[src/rtl/ddr_rst_supervisor.sv]
`default_nettype none
// ============================================================================
// Module   : ddr_rst_supervisor
// Summary  : DDR2 controller reset sequencer with calibration watchdog,
//            settle filter and bounded retry of failed calibration attempts.
// Revision : 1.0 - initial release
// ============================================================================
module ddr_rst_supervisor #(
    parameter logic [15:0] HOLD_CYCLES   = 16'd200,
    parameter logic [31:0] CAL_TIMEOUT   = 32'd40_000_000,
    parameter logic [7:0]  SETTLE_CYCLES = 8'd64,
    parameter logic [2:0]  MAX_RETRIES   = 3'd3
) (
    input  logic       ddr_sys_clk_200_o,
    input  logic       async_rst,
    input  logic       ddr_sys_rst_i,
    input  logic       calib_done_i,
    input  logic       restart_i,
    output logic       mig_sys_rst_n_o,
    output logic       ddr_ready_o,
    output logic       ddr_fail_o,
    output logic [2:0] retry_cnt_o
);

    localparam logic [2:0] c_idle     = 3'd0;
    localparam logic [2:0] c_hold     = 3'd1;
    localparam logic [2:0] c_wait_cal = 3'd2;
    localparam logic [2:0] c_settle   = 3'd3;
    localparam logic [2:0] c_ready    = 3'd4;
    localparam logic [2:0] c_fail     = 3'd5;

    localparam logic [31:0] c_hold_last   = {16'd0, HOLD_CYCLES} - 32'd1;
    localparam logic [31:0] c_cal_last    = CAL_TIMEOUT - 32'd1;
    localparam logic [7:0]  c_settle_last = SETTLE_CYCLES - 8'd1;

    logic [1:0]  r_cal_sync;
    logic        w_cal_s;
    logic [2:0]  r_state;
    logic [2:0]  w_state_nxt;
    logic [31:0] r_cnt;
    logic [31:0] w_cnt_nxt;
    logic [7:0]  r_scnt;
    logic [7:0]  w_scnt_nxt;
    logic [2:0]  r_retry;
    logic [2:0]  w_retry_nxt;
    logic        w_attempt_fail;
    logic        r_mig_rst_n;
    logic        r_ready;
    logic        r_fail;

    // calib_done_i comes from the controller's own clock tree
    always_ff @(posedge ddr_sys_clk_200_o or posedge async_rst) begin
        if (async_rst) begin
            r_cal_sync <= 2'b00;
        end else begin
            r_cal_sync <= {r_cal_sync[0], calib_done_i};
        end
    end

    assign w_cal_s = r_cal_sync[1];

    always_comb begin
        w_state_nxt    = r_state;
        w_cnt_nxt      = r_cnt;
        w_scnt_nxt     = r_scnt;
        w_retry_nxt    = r_retry;
        w_attempt_fail = 1'b0;
        if (ddr_sys_rst_i) begin
            w_state_nxt = c_idle;
            w_cnt_nxt   = 32'd0;
            w_scnt_nxt  = 8'd0;
            w_retry_nxt = 3'd0;
        end else begin
            case (r_state)
                c_idle: begin
                    w_state_nxt = c_hold;
                    w_cnt_nxt   = 32'd0;
                end
                c_hold: begin
                    if (r_cnt == c_hold_last) begin
                        w_state_nxt = c_wait_cal;
                        w_cnt_nxt   = 32'd0;
                    end else begin
                        w_cnt_nxt = r_cnt + 32'd1;
                    end
                end
                c_wait_cal: begin
                    // success wins over a timeout landing on the same cycle
                    if (w_cal_s) begin
                        w_state_nxt = c_settle;
                        w_scnt_nxt  = 8'd0;
                    end else if (r_cnt == c_cal_last) begin
                        w_attempt_fail = 1'b1;
                    end else begin
                        w_cnt_nxt = r_cnt + 32'd1;
                    end
                end
                c_settle: begin
                    // cnt is kept so the watchdog spans the whole attempt
                    if (!w_cal_s) begin
                        w_state_nxt = c_wait_cal;
                    end else if (r_scnt == c_settle_last) begin
                        w_state_nxt = c_ready;
                    end else begin
                        w_scnt_nxt = r_scnt + 8'd1;
                    end
                end
                c_ready: begin
                    if (!w_cal_s) begin
                        w_attempt_fail = 1'b1;
                    end else if (restart_i) begin
                        w_state_nxt = c_hold;
                        w_cnt_nxt   = 32'd0;
                        w_retry_nxt = 3'd0;
                    end
                end
                c_fail: begin
                    if (restart_i) begin
                        w_state_nxt = c_hold;
                        w_cnt_nxt   = 32'd0;
                        w_retry_nxt = 3'd0;
                    end
                end
                default: begin
                    w_state_nxt = c_idle;
                    w_cnt_nxt   = 32'd0;
                    w_scnt_nxt  = 8'd0;
                end
            endcase

            if (w_attempt_fail) begin
                w_retry_nxt = r_retry + 3'd1;
                w_cnt_nxt   = 32'd0;
                w_state_nxt = (r_retry < MAX_RETRIES) ? c_hold : c_fail;
            end
        end
    end

    // outputs are decoded from the state being entered so they switch with it
    always_ff @(posedge ddr_sys_clk_200_o or posedge async_rst) begin
        if (async_rst) begin
            r_state     <= c_idle;
            r_cnt       <= 32'd0;
            r_scnt      <= 8'd0;
            r_retry     <= 3'd0;
            r_mig_rst_n <= 1'b0;
            r_ready     <= 1'b0;
            r_fail      <= 1'b0;
        end else begin
            r_state     <= w_state_nxt;
            r_cnt       <= w_cnt_nxt;
            r_scnt      <= w_scnt_nxt;
            r_retry     <= w_retry_nxt;
            r_mig_rst_n <= (w_state_nxt == c_wait_cal) || (w_state_nxt == c_settle) ||
                           (w_state_nxt == c_ready);
            r_ready     <= (w_state_nxt == c_ready);
            r_fail      <= (w_state_nxt == c_fail);
        end
    end

    assign mig_sys_rst_n_o = r_mig_rst_n;
    assign ddr_ready_o     = r_ready;
    assign ddr_fail_o      = r_fail;
    assign retry_cnt_o     = r_retry;

endmodule
`default_nettype wire

[config.mk]
export PLATFORM = sky130hd
export DESIGN_NAME = ddr_rst_supervisor
export DESIGN_NICKNAME = d
export VERILOG_FILES = /design/src/rtl/ddr_rst_supervisor.sv
export SDC_FILE = /design/constraint.sdc
export NUM_CORES = 1
export LEC_CHECK = 0
export ABC_AREA = 1
export CAP_MARGIN = 5
export CELL_PAD_IN_SITES_DETAIL_PLACEMENT = 1
export CELL_PAD_IN_SITES_GLOBAL_PLACEMENT = 2
export CORE_MARGIN = 5
export CORE_UTILIZATION = 35
export CTS_BUF_LIST = sky130_fd_sc_hd__clkbuf_8
export DETAILED_ROUTE_END_ITERATION = 6
export PLACE_DENSITY_LB_ADDON = 0.1
export SYNTH_ARGS = -nofsm -noshare
export SYNTH_HDL_FRONTEND = slang
export SYNTH_SLANG_ARGS = --single-unit
[constraint.sdc]
create_clock -name ddr_sys_clk_200_o -period 2.63 [get_ports ddr_sys_clk_200_o]
set_clock_uncertainty 0.05 [all_clocks]
set_input_delay 0.3945 -clock ddr_sys_clk_200_o [delete_from_list [all_inputs] [get_ports ddr_sys_clk_200_o]]
set_output_delay 0.3945 -clock ddr_sys_clk_200_o [all_outputs]
set_load 0.1 [all_outputs]
==> results.cfg, run 1 <==
[worst_setup_path]
endpoint_kind = flip-flop
arrival_ps = 2470
cp-start-kind = flip-flop
worstSetupPathType = reg2reg
critical_path_required_ps = 2790
cp_max_fo = 36

[power_and_ir_drop]
power_density_nw_per_um2 = 332.1
cellLeakagePower_nw = 1.927
peakVddDrop_mv = 0.1790

[timing]
tns_ps = 0
tightest_slew_ps = 414.0
final_max_slew_viol_count = 0
rsz0062_at_grt = false
timing.final.ws_setup_ps = 321.5
period_needed_ps = 2308
relSlewSlack = 0.7240
max_freq_ghz = 0.4332
hold_viol = 0
finalCritPeriodShare = 0.8778
setup_viol = 0

[detailed_routing]
wl_met3_um = 406
viasPerCell = 5.109
dr_wl_met2_mm = 6.059
drtIter0Drc = 212
wirelength_mm = 13.00
wl_per_cell_um = 17.03
top_layer = met4
via_count = 3898
antenna_left = 0
dr.pass1.iters = 4
wl_met1_mm = 6.327
route.detailed.drc = 0

[synth]
synthesis.nets = 621
synth_area_um2 = 3800
yosysUniqueCellTypes = 29
synth_seq_cells = 51
netlist.area_leader.share = 0.3359
seq_area_frac_synth = 0.3359
synth-edff-count = 0
yosys_warnings = 0
avgSynthCellArea_um2 = 6.199
synth.most_common_cell = nand2_1
yosysTopAreaCell = dfrtp_1
ys_async_sr_fraction = 1.000
netlist_instances = 613
ys_top_cells_by_count = 207 x nand2_1, 105 x nor2_1, 63 x nand3_1
synth_area_leaders = dfrtp_1 34%, nand2_1 20%, nor2_1 10%, nand3_1 8.3%, inv_1 5.3%
yosys_most_used_dff = dfrtp_1

[run]
drv_cap = 0

[die]
die_x_um = 114.2
ios = 11
num_rows = 38
fp.dieH_um = 114.2
die_area_um2 = 13040
core_area_um2 = 10750
start_util = 0.3536

[global_routing]
grt_pass1_vias = 4147
antenna_found_initial = 0
grt.overflow.total = 0
grt_pass1_wl_mm = 21.84
grt_usage = 0.2125
grt_max_degree = 52

[clock_network]
cts-root-buf = clkbuf_8
cts_tree = done
clock_latency_ps = 310
cts_sinks = 51
postCtsSetupRepairBufs = 0
cts_buffers = 5
cts-resized-gates = 0
path_clk_slew_ps = 100
clk_path_buf_depth = 2
htree_levels = 2
hold_buffers = 0

[layout]
area_growth_pct = 9.483
num-fill-cells = 1459
drive_above_1_share = 0.06100
antennaDiodeCount = 0
nets = 630

[place]
port_buffers = 10
routabilityCongestion = 0.8927
place_ws_ps = 321.5
hpwl_mm = 10.24

[min_path]
hold_class = reg2reg

[outcome]
outcome = complete, no violations
-- cells in the final DEF, fill, tap and decap left out, drive strengths merged, types with 4 or more instances in the layout --
master / count
nand2: 212
nor2: 107
nand3: 64
inv: 58
dfrtp: 51
o21ai: 32
a21oi: 19
buf: 17
o211ai: 13
nand4: 11
xor2: 9
clkbuf: 6
a21o: 5
clkdlybuf4s50: 4
-- metrics by stage --
step                power (mW)  hold slack [ps]  area, um^2  std cells    util
floorplan               0.8568            281.2        3800        613       -
detailed placement      0.8958            287.9        4061        755  0.3780
finish                   1.382            311.5        4160        763  0.3872
CTS                      1.418            312.7        4160        763  0.3872
global placement        0.8940            284.3        4061        755  0.3780
global route             1.455            330.1        4160        763  0.3872
-- worst max-delay path, stage by stage (launching register included) --
cell	delay (ps)
dfrtp_1	450
ha_1	240
nand2_1	100
nor2_2	160
nand2_1	130
inv_2	100
nand3_2	90
nand2_2	100
nand2_4	150
nand2_4	120
nand2_4	130
buf_12	210
nand2_1	70
o21ai_1	60
-- state kept, by name (all words and copies together), names as in the netlist --
signal / cells
ddr_fail_o: 1
ddr_ready_o: 1
mig_sys_rst_n_o: 1
r_cal_sync: 2
r_cnt: 32
r_scnt: 8
r_state: 3
retry_cnt_o: 3
-- logic make-up (layout without fill, tap and decap cells) --
family / count (synthesis) / in the layout / synth area share
AOI/OAI and AO/OA: 71 / 71 / 0.1067
xor gates and xnor gates: 10 / 10 / 0.02305
adders and majority gates: 3 / 3 / 0.009879
buffers and inverters: 78 / 88 / 0.08627
DFF: 51 / 51 / 0.3359
and+or+nand+nor: 400 / 400 / 0.4383
-- metal layers --
layer	GRT usage	vias to the layer above
met5	0	-
li1	-	1984
met3	0.02696	13
met2	0.3568	54
met4	0.05067	0
met1	0.2912	1847
-- final cells by class --
type                    count  area, um^2  share of cell area
clock buffers               6       82.58             0.01985
multi-input cells         484        2196              0.5278
clock inverters             2       16.27            0.003910
repair buffers             21       192.7             0.04632
flip-flops and latches     51        1276              0.3068
inverters                  59       221.5             0.05323
well taps                 140       175.2             0.04211
-- path summary, 6_finish.rpt --
| path | end | slack, ps | startpoint | cells after the start |
|---|---|---|---|---|
| max in group asynchronous | r_cnt[8] | 1900 | async_rst | 3 |
| worst min register to register | r_cal_sync[1] | 310 | r_cal_sync[0] | 0 |
| worst max register to register | r_cnt[12] | 320 | r_cnt[0] | 13 |
| worst max-delay path | r_cnt[12] | 320 | r_cnt[0] | 13 |
| min in group asynchronous | r_cnt[14] | 390 | async_rst | 3 |
| worst min-delay path | r_cal_sync[1] | 310 | r_cal_sync[0] | 0 |
-- report_power, final --
part           internal (mW)  leakage, nW  total (mW)  switching [mW]
clock                  0.216       0.0474       0.504           0.288
sequential             0.788        0.706       0.794         0.00642
combinational         0.0210         1.17      0.0839          0.0630
total                   1.02         1.93        1.38           0.357
No activity file was read; power rests on OpenSTA's default activity.
==> run 2, diff against run 1 <==
CORE_UTILIZATION = 38   (was 35)
SETUP_SLACK_MARGIN = 0.5   (was not set)
clock period = 2.7 ns   (was 2.63 ns; I/O delays follow)
==> run 2 against run 1 <==
  * Worst hold slack better by 3.1 ps
  * Die area fell by 7.2%
  * Cell area up 5.4%
  * Sequential power is 2.6% lower
  * Critical path depth fell by 2
  * Combinational power rose by 6.7%
==> results.cfg, run 2 (same netlist as run 1, synthesis figures left out) <==
[global_routing]
grt_usage = 0.2310
grt_pass1_wl_mm = 21.49
antenna_found_initial = 0
grt_max_degree = 52
grt_pass1_vias = 4216
grt.overflow.total = 0

[layout]
num-fill-cells = 1314
nets = 643
multi_input_area_um2 = 2265
biggestRegsByFlops = r_cnt x32, r_scnt x8
final_core_util = 0.4488
largest_reg_flops = 32
antennaDiodeCount = 0
area_growth_pct = 15.44
final_common_cell = nand2_1
largest-register = r_cnt
fin_area_um2 = 4387
layout.cells.most_common_list = 206 x nand2_1, 100 x nor2_1, 62 x nand3_1
area.sequential_um2 = 1279
drive_above_1_share = 0.09748

[worst_setup_path]
endpoint_kind = flip-flop
arrival_ps = 2250
worstSetupPathType = reg2reg
critical_path_required_ps = 2870
cp-start-kind = flip-flop
cp_max_fo = 18

[power_and_ir_drop]
swShare = 0.2521
cellLeakagePower_nw = 2.018
switching_power_mw = 0.3696
clockPowerShare = 0.411
p_int_mw = 1.096
combPwrFrac = 0.061
power_density_nw_per_um2 = 334.1
p_seq_frac = 0.528
peakVddDrop_mv = 0.1947

[die]
die_area_um2 = 12100
start_util = 0.3888
num_rows = 36
ios = 11
fp.dieH_um = 110
die_x_um = 110
core_area_um2 = 9774

[place]
hpwl_mm = 9.784
placed_area_um2 = 4068
routabilityCongestion = 0.8582
port_buffers = 10

[detailed_routing]
wirelength_mm = 13.45
drtIter0Drc = 244
antenna_left = 0
via_count = 4121
viasPerCell = 5.359
wl_per_cell_um = 17.49
route.detailed.drc = 0
dr.pass1.iters = 4

[timing]
setup_viol = 0
hold_viol = 0
tightest_slew_ps = 443.8
relSlewSlack = 0.7038
final_max_slew_viol_count = 0
tns_ps = 0
finalCritPeriodShare = 0.7722
max_freq_ghz = 0.4796
period_needed_ps = 2085
rsz0062_at_grt = true

[clock_network]
cts_sinks = 51
htree_levels = 2
path_clk_slew_ps = 110
cts_buffers = 5
hold_buffers = 0
cts_tree = done
cts-root-buf = clkbuf_8
clock_latency_ps = 320
clk_path_buf_depth = 2

[min_path]
hold_class = reg2reg

[outcome]
outcome = complete, no violations

[run]
drv_cap = 0
==> run 2: cell count changes in the layout (fill, tap and decap cells not counted), moves of 2 or more <==
cell,change
nor2_1,-5
dfrtp_2,+2
nor2_2,+4
nand2_8,+3
nand2_4,-2
dfrtp_1,-2
clkbuf_16,+2
buf_4,+11
==> run 2: what timing repair did <==
item	in CTS	in global routing
pin swaps	0	3
setup endpoints to repair	32	33
resized for setup	6	13
setup buffers	2	7
cloned	0	2
==> run 2: worst paths after layout <==
kind                               start             to  slack [ps]  cells past startpoint
setup / recovery               r_cnt[29]      r_cnt[22]         620                     11
hold / removal             r_cal_sync[0]  r_cal_sync[1]         310                      0
setup reg to reg               r_cnt[29]      r_cnt[22]         620                     11
hold reg to reg            r_cal_sync[0]  r_cal_sync[1]         310                      0
max in group asynchronous      async_rst       r_cnt[3]        1930                      3
min in group asynchronous      async_rst       r_cnt[7]         380                      3
==> run 2: per-stage QoR <==
stage                     power [mW]  cells  worst slack [ps]  hold WS, ps
after floorplan               0.8346    613             866.6        281.2
after global placement        0.8720    750             403.7        282.3
after detailed placement      0.8737    750             276.8        287.9
after CTS                      1.482    760             532.6        312.7
after global routing           1.513    769             491.9        326.8
final                          1.466    769             615.1        314.6
==> run 2: final cells by class <==
class / instances / share of cell area
multi-input cells: 484 / 0.5163
flip-flops and latches: 51 / 0.2915
repair buffers: 34 / 0.07587
inverters: 59 / 0.05077
well taps: 133 / 0.03794
clock buffers: 6 / 0.01882
clock inverters: 2 / 0.008842
==> run 2: power by group through the flow <==
stage | combinational [mW] | sequential, mW | clock, mW
3_5_place_dp | 0.0851 | 0.789 | 0
5_1_grt | 0.0992 | 0.774 | 0.639
3_3_place_gp | 0.0837 | 0.788 | 0
6_report | 0.0895 | 0.773 | 0.603
4_1_cts | 0.0891 | 0.773 | 0.620
2_1_floorplan | 0.0479 | 0.787 | 0
==> run 2: worst max-delay path, cell delays in order (launching register included) <==
cell       delay [ps]
dfrtp_1           460
nor2_1            210
nand3_1           110
nor2_1            230
nand3_2           140
nand2_4           110
nand2_8           120
nand2_8           110
nand2_8           110
clkbuf_16         210
nand2_1            60
o21ai_1            60
==> run 2: metal layers <==
metal / wire length [um] / up-vias / GRT usage
li1: - / 2008 / -
met4: 188 / 0 / 0.05699
met1: 6508 / 2038 / 0.3152
met2: 6339 / 62 / 0.3904
met5: 0 / - / 0
met3: 412 / 13 / 0.02621
==> run 3, diff against run 2 <==
CORE_UTILIZATION = 35   (was 38)
clock period = 2 ns   (was 2.7 ns; I/O delays follow)
==> run 3 against run 2 <==
  * Non-clock buffer count rose by 75
  * Combinational power rose by 82%
  * Routed wire length rose by 21%
  * Sequential share of layout area fell by 6.2 points
  * Clock power rose by 15%
  * Fmax rose by 8.3%
  * Register-to-register slack got worse by 540 ps
  * Sequential power rose by 36%
  * Cell count rose by 11%
  * Setup slack got worse by 540 ps
  * Global-route usage rose by 0.078 points
  * Critical path depth fell by 2
  * Largest cell class unchanged
==> results.cfg, run 3 (same netlist as run 1, synthesis figures left out) <==
[outcome]
outcome = complete, no violations

[layout]
nets = 719
largest-register = r_cnt
fin_area_um2 = 5589
final_common_cell = nand2_1
num-fill-cells = 1420
final_core_util = 0.5201
area_growth_pct = 47.09
largest_reg_flops = 32
biggestRegsByFlops = r_cnt x32, r_scnt x8
drive_above_1_share = 0.3610
layout.cells.most_common_list = 164 x nand2_1, 87 x buf_4, 71 x nor2_1
antennaDiodeCount = 0

[timing]
hold_ws_ps = 279.7
tightest_slew_ps = 554.1
setup_viol = 0
period_needed_ps = 1925
final_max_slew_viol_count = 0
rsz0062_at_grt = true
max_freq_ghz = 0.5196
tns_ps = 0
hold_viol = 0
finalCritPeriodShare = 0.9623
relSlewSlack = 0.6299

[detailed_routing]
dr.pass1.iters = 4
route.detailed.drc = 0
antenna_left = 0
via_count = 4505
drtIter0Drc = 203
viasPerCell = 5.288
wl_per_cell_um = 19.04
wirelength_mm = 16.23

[worst_setup_path]
cp-start-kind = flip-flop
critPathCapture = r_cnt[15]
reg2regPathDepth = 9
cp_max_fo = 5
reg2reg_from = r_cnt[5]
r2r_setup_slack_ps = 80
critPathLaunch = r_cnt[5]
arrival_ps = 2160
worstSetupPathType = reg2reg
critical_path_required_ps = 2240
rr_endpoint = r_cnt[15]
endpoint_kind = flip-flop

[clock_network]
cts_tree = done
htree_levels = 2
cts_buffers = 5
clock_latency_ps = 360
cts_sinks = 51
clk_path_buf_depth = 2
path_clk_slew_ps = 120
cts-root-buf = clkbuf_8

[die]
ios = 11
die_area_um2 = 13040
num_rows = 38
die_x_um = 114.2
start_util = 0.3536
fp.dieH_um = 114.2
core_area_um2 = 10750

[global_routing]
grt_pass1_vias = 4556
grt.overflow.total = 0
grt_max_degree = 27
grt_usage = 0.2318
grt_pass1_wl_mm = 23.56
antenna_found_initial = 0

[power_and_ir_drop]
cellLeakagePower_nw = 2.606
peakVddDrop_mv = 0.2885
power_density_nw_per_um2 = 340.0

[place]
routabilityCongestion = 0.9024
hpwl_mm = 10.55
port_buffers = 10
placed_area_um2 = 4365

[min_path]
hold_class = in2async

[run]
drv_cap = 0
[run 3: power breakdown]
group          switching, mW  internal (mW)  total, mW  leakage (nW)
Clock                  0.443          0.248      0.692        0.0460
Sequential           0.00927           1.04       1.05         0.695
Combinational          0.110         0.0532      0.163          1.87
Total                  0.563           1.34       1.90          2.61
[run 3: area by class of cell]
cell class,instances,area (um^2),share of cell area
inverters,59,249.0,0.04455
clock buffers,5,68.82,0.01231
flip-flops and latches,51,1285,0.2299
repair buffers,109,1039,0.1858
well taps,140,175.2,0.03134
multi-input cells,485,2753,0.4925
clock inverters,3,20.02,0.003582
[run 3: routing by layer]
layer,vias up,share of wire,global-route usage
met5,-,0,0
met4,0,0.022,0.09343
met3,30,0.030,0.03013
met2,79,0.52,0.4055
met1,2233,0.43,0.2878
li1,2163,-,-
[run 3: what timing repair did]
item / 4_1_cts / 5_1_grt
pin swaps: 6 / 31
endpoints found under the setup margin: 49 / 50
setup buffers: 14 / 30
endpoints found under the hold margin: 0 / 0
gates cloned: 3 / 6
gates resized for setup: 56 / 133
hold buffers: 0 / 0
[run 3: worst max-delay path: stages (launching register included)]
cell	delay, ps
dfrtp_1	450
buf_4	160
nand2_1	120
nor2_4	160
nand2_2	140
o21ai_1	220
nand2_1	120
a21oi_1	150
nand4_1	190
nand2_2	110
[run 3: worst min path at each step]
stage,start,to,depth (start not counted)
global placement,r_cal_sync[0],r_cal_sync[1],0
finish,async_rst,r_cnt[12],2
CTS,async_rst,r_cnt[0],2
detailed placement,r_cal_sync[0],r_cal_sync[1],0
global route,async_rst,r_cnt[17],2
floorplan,r_cal_sync[0],r_cal_sync[1],0
[run 3: through the flow]
stage,worst slack (ps),std cells,total power [mW]
final,75.34,852,1.900
after global routing,-71.00,852,1.976
after CTS,154.7,816,1.896
after detailed placement,49.38,791,1.193
after global placement,83.73,791,1.188
after floorplan,218.9,613,1.128
==> patch 1: new RTL, flow settings as in run 3 <==
Make the reset (`async_rst`) synchronous in 2 clocked blocks.
--- a/src/rtl/ddr_rst_supervisor.sv
+++ b/src/rtl/ddr_rst_supervisor.sv
@@ -49,7 +49,7 @@
     logic        r_fail;
 
     // calib_done_i comes from the controller's own clock tree
-    always_ff @(posedge ddr_sys_clk_200_o or posedge async_rst) begin
+    always_ff @(posedge ddr_sys_clk_200_o) begin
         if (async_rst) begin
             r_cal_sync <= 2'b00;
         end else begin
@@ -137,7 +137,7 @@
     end
 
     // outputs are decoded from the state being entered so they switch with it
-    always_ff @(posedge ddr_sys_clk_200_o or posedge async_rst) begin
+    always_ff @(posedge ddr_sys_clk_200_o) begin
         if (async_rst) begin
             r_state     <= c_idle;
             r_cnt       <= 32'd0;
Behaviour: same outputs for any inputs over 10 cycles, from zero or initial values and one cycle with async_rst high; that may be too few to reach the edited logic, so the function may still have changed.
==> patch 1 against run 3 <==
- sequential cell count unchanged
- routed wire length down 15%
- critical path depth up 4
- total power up 1.2%
- hold slack better by 86 ps
- sequential power down 4%
- final area down 9.9%
- combinational power down 42%
- area after synthesis down 11%
- worst setup slack better by 68 ps
- highest routed layer unchanged
==> patch 1: results (changes against run 3) <==
- Status: completed (unchanged)
- Synthesized Nets: 582 (was 621)
- Mux contribution to synthesized area: 0% (unchanged)
- Worst reg-to-reg setup slack: 140 ps (was 80 ps)
- Cells on Worst Hold Path: 2
- Hold Path Class: flip-flop to flip-flop (was input pin to async pin)
- H-tree levels: 2 (unchanged)
- Asr flop ratio synth: 0% (was 100%)
- Initial DRC Count: 183 (was 203)
- Largest regs: r_cnt x32, r_scnt x8 (unchanged)
- R2R Path Start: r_cnt[0] (was r_cnt[5])
- Post-Synth XOR/XNOR Area: 2.33% (was 2.30%)
- Adder-cell share of the synthesized area: 1.11% (was 0.988%)
- Top post-synthesis cells by area: dfxtp_1 30%, nand2_1 21%, nor2_1 12% (was dfrtp_1 34%, nand2_1 20%, nor2_1 10%)
- CTS Root Cell: clkbuf_8 (unchanged)
- Number of global-route vias before repair: 4218 (was 4556)
- Part of the Yosys area used for sequential elements: 30.2% (was 33.6%)
- First-pass GRT wire length: 21.2 mm (was 23.6 mm)
- Post-synth cell types: 36 (was 29)
- Largest net degree at the start of global routing: 17 (was 27)
- GPL Wtd Cong: 0.897 (was 0.902)
- Routed via count: 4082 (was 4505)
- CTS buffer count: 5 (unchanged)
- Most common library cells after synthesis: 187 x nand2_1, 106 x nor2_1, 66 x inv_1 (was 207 x nand2_1, 105 x nor2_1, 63 x nand3_1)
- Final nets: 672 (was 719)
- Setup tns final: 0 ps (unchanged)
- Hold Startpoint: r_cal_sync[0]
- Worst reg2reg path endpoint: r_cnt[2] (was r_cnt[15])
- P_leak: 2.00 nW (was 2.61 nW)
- GR Util All Layers: 23.0% (was 23.2%)
- Slew Viols, Final: 0 (unchanged)
- Compound-Gate Fraction of Synth Area: 11.0% (was 10.7%)
- Arrival @ worst endpoint: 2060 ps (was 2160 ps)
- CP max FO: 6 (was 5)
- Final WL: 13.8 mm (was 16.2 mm)
- Clock-pin slew on the worst setup and hold paths: 110 ps
- Number of port buffers: 10 (unchanged)
- Placement Cell Area: 0.00396 sq mm (was 0.00437 sq mm)
- Worst slew pin tran: 308 ps (was 554 ps)
- Post-DP HPWL: 9.45 mm (was 10.5 mm)
- Worst Reg-to-Reg Cells: 13 (was 9)
- Total grt overflow: 0 (unchanged)
- Share of post-route cells with drive strength above 1: 37.9% (was 36.1%)
- Worst vdd ir: 238 uV (was 288 uV)
- TritonRoute pass-1 iters: 4 (unchanged)
- Longest Clk Path Bufs: 2 (unchanged)
- Initial antenna violation count: 0 (unchanged)
- Yosys warning count: 0 (unchanged)
- Worst-Skew Late Latency: 320 ps (was 360 ps)
patch 1: cell types whose count changed in the layout (fill, tap and decap cells not counted), moves of 8 or more:
cell,before,now
dfrtp_1,44,0
nand3_1,52,23
dfxtp_2,0,24
a21oi_1,13,36
buf_4,87,65
dfxtp_1,0,19
inv_1,37,51
o21ai_1,16,3
o211ai_1,13,2
dfxtp_4,0,8
nand2_4,15,7
patch 1: logic make-up (layout without fill, tap and decap cells):
logic type / after synthesis / count (layout)
xor+xnor: 9 / 9
flops: 51 / 51
compound gates: 69 / 69
simple gates: 363 / 363
fa+ha+maj: 3 / 3
buf+inv: 79 / 170
patch 1: routing by layer:
layer,vias up,track usage [%],part of all wire (%),wire [um]
li1,1998,-,-,-
met3,16,3.52,3.7,505
met2,72,40.9,51,7030
met4,0,4.60,1.1,149
met1,1996,29.5,44,6130
met5,-,0,0,0
patch 1: cell type report:
| cell class | instances | area, sq um |
|---|---|---|
| Inverter | 68 | 279 |
| Clock inverter | 2 | 38.8 |
| Clock buffer | 6 | 82.6 |
| Fill cell | 1220 | 4290 |
| Tap cell | 129 | 161 |
| Multi-Input combinational cell | 444 | 2490 |
| Timing Repair inverter | 2 | 17.5 |
| Sequential cell | 51 | 1080 |
| Timing Repair Buffer | 92 | 887 |
patch 1: metrics by stage:
step	worst slack (ps)	hold slack, ps	cells
floorplan	403	321	574
global placement	76.0	340	745
detailed placement	-10.9	364	745
CTS	194	371	778
global route	69.3	389	794
finish	143	366	794
patch 1: worst max-delay path by stage:
stage          slack (ps)       from        end
2_1_floorplan         400   r_cnt[0]   r_cnt[4]
4_1_cts               190   r_cnt[0]   r_cnt[2]
3_5_place_dp          -10  restart_i  r_cnt[23]
6_report              140   r_cnt[0]   r_cnt[2]
3_3_place_gp           80  restart_i  r_cnt[12]
5_1_grt                70   r_cnt[0]  r_cnt[27]
patch 1: worst max-delay path, cell delays in order, from the launching register on:
cell and delay [ps]:
dfxtp_4 380, ha_4 180, nand3_4 90, inv_2 50, nand2_4 90, nor2_4 60
nand3_4 90, nand2_4 90, nor2_4 160, inv_4 60, nor2_4 180, buf_12 150
nand2_2 40, nor2_1 110
patch 1: power by group:
group	internal (mW)	switching (mW)
Clock	0.413	0.404
Combinational	0.0372	0.0567
Sequential	1.01	0.00490
Total	1.46	0.465
patch 1: repair_timing:
action	CTS	global route
endpoints found under the setup margin	47	48
gates cloned	2	3
pin swaps	15	35
setup buffers	23	13
gates resized for setup	72	120
==> patch 2: new RTL, settings of run 3 <==
Without the edit above. `CAL_TIMEOUT`: 32'd40_000_000 -> 32'd33554432.
--- a/src/rtl/ddr_rst_supervisor.sv
+++ b/src/rtl/ddr_rst_supervisor.sv
@@ -7,7 +7,7 @@
 // ============================================================================
 module ddr_rst_supervisor #(
     parameter logic [15:0] HOLD_CYCLES   = 16'd200,
-    parameter logic [31:0] CAL_TIMEOUT   = 32'd40_000_000,
+    parameter logic [31:0] CAL_TIMEOUT   = 32'd33554432,
     parameter logic [7:0]  SETTLE_CYCLES = 8'd64,
     parameter logic [2:0]  MAX_RETRIES   = 3'd3
 ) (
Behaviour: no difference found for any inputs over 10 cycles, from zero or initial values and one cycle with async_rst high; that may be too few to reach the edited logic, so the function may still have changed.
==> patch 2 against run 3 <==
- sequential share of layout area up 1.7 points
- sequential cell count is the same
- synthesized cell count shrank 4.4%
- via count shrank 7.7%
- final area is 7.0% lower
- total power grew 3.8%
- hold slack improved by 28 ps
- die area is 1.5% lower
- routed wire length is 11% lower
- area after synthesis is 1.7% lower
- first-iteration DRC count up 5.9%
- worst setup slack improved by 0.60 ps
- core utilization shrank 1.9 points
- highest routed layer unchanged
==> patch 2: results (changes against run 3) <==
- Status: completed (unchanged)
- Part of the Yosys area used for sequential elements: 34.2% (was 33.6%)
- Most common library cells after synthesis: 196 x nand2_1, 97 x nor2_1, 62 x inv_1 (was 207 x nand2_1, 105 x nor2_1, 63 x nand3_1)
- Met3 routed WL: 345 um (was 480 um)
- Clock-pin slew on the worst setup and hold paths: 100 ps (was 120 ps)
- Worst slew pin tran: 529 ps (was 554 ps)
- Vias per std cell: 5.12 (was 5.29)
- Pre-CTS setup slack: -168 ps (was 49.4 ps)
- TritonRoute pass-1 iters: 4 (unchanged)
- GRT met2 Usage: 41.1% (was 40.6%)
- P_leak: 2.59 nW (was 2.61 nW)
- Met3 Use GR: 2.46% (was 3.01%)
- Initial DRC Count: 215 (was 203)
- Arrival @ worst endpoint: 2090 ps (was 2160 ps)
- Worst vdd ir: 337 uV (was 288 uV)
- Share of post-route cells with drive strength above 1: 31.7% (was 36.1%)
- Worst reg2reg path endpoint: r_cnt[7] (was r_cnt[15])
- DR WL met2: 7.33 mm (was 8.39 mm)
- CP startpoint: r_cnt[0] (was r_cnt[5])
- Sw Ratio: 26.0% (was 29.6%)
- Post-DP HPWL: 10.5 mm (about the same)
- Top post-synthesis cells by area: dfrtp_1 34%, nand2_1 20%, nor2_1 9.7% (was dfrtp_1 34%, nand2_1 20%, nor2_1 10%)
- Post-synth cell types: 31 (was 29)
- M1 WL: 6.38 mm (was 7.00 mm)
- CP max FO: 8 (was 5)
- Worst-Skew Late Latency: 320 ps (was 360 ps)
- Placed Instances: 782 (was 791)
- Worst Reg-to-Reg Cells: 12 (was 9)
- Top reg by flops: r_cnt (unchanged)
- Routed via count: 4156 (was 4505)
- Peak per-stage delay on the critical path: 410 ps (was 450 ps)
- H-tree levels: 2 (unchanged)
- Per-cell routed wire length: 17.8 um (was 19.0 um)
- GPL Wtd Cong: 0.929 (was 0.902)
- Met1 usage: 28.6% (was 28.8%)
- Number of global-route vias before repair: 4565 (was 4556)
- Largest net degree at the start of global routing: 20 (was 27)
- Syn Area/Cell: 6.38 sq um (was 6.20 sq um)
- Setup WS post-layout: 75.9 ps (was 75.3 ps)
- GR Util All Layers: 23.0% (was 23.2%)
- First-pass GRT wire length: 23.3 mm (was 23.6 mm)
- Synthesized Nets: 594 (was 621)
[patch 2: cell count changes in the layout (fill, tap and decap cells not counted), moves of 3 or more]
cell	before	now
dfrtp_2	7	4
dfrtp_1	44	47
nor2_4	15	11
nor2_1	71	79
nand3_1	52	43
buf_4	87	79
nand3_2	8	12
inv_2	15	11
inv_6	4	1
nor2_2	21	15
a21o_1	5	0
clkbuf_16	4	1
nand2_2	31	22
inv_1	37	56
[patch 2: timing repair]
action                     in CTS  in global routing
setup buffers                  10                  8
pin swaps                       4                 23
resized for setup              38                 90
hold buffers                    0                  0
gates cloned                    3                  2
hold endpoints to repair        0                  0
setup endpoints to repair      49                 49
[patch 2: stage by stage]
step	hold slack [ps]	TNS (ps)	power [mW]	area (sq um)
finish	307	0	1.97	5200
global route	336	-35.5	2.04	5200
CTS	317	0	1.98	4820
detailed placement	300	-2490	1.20	4430
global placement	285	-1250	1.19	4430
floorplan	281	0	1.13	3770
[patch 2: final cells by class]
cell class | instances | area [sq um]
repair inverters | 1 | 8.76
well taps | 136 | 170
clock buffers | 5 | 68.8
multi-input cells | 452 | 2500
repair buffers | 95 | 850
clock inverters | 2 | 37.5
inverters | 70 | 284
flip-flops and latches | 51 | 1280
fillers | 1358 | 5170
[patch 2: power by group through the flow]
stage / sequential (mW) / combinational [mW] / clock [mW]
detailed placement: 1.06 / 0.136 / 0
global placement: 1.06 / 0.134 / 0
global route: 1.04 / 0.184 / 0.814
floorplan: 1.06 / 0.0640 / 0
CTS: 1.04 / 0.153 / 0.785
finish: 1.04 / 0.170 / 0.762
[patch 2: logic make-up after synthesis]
family	synth area share, %
xor gates and xnor gates	2.81
and+or+nand+nor	43.7
adders and majority gates	1.00
DFF	34.2
buffers and inverters	9.75
AOI/OAI and AO/OA	8.61
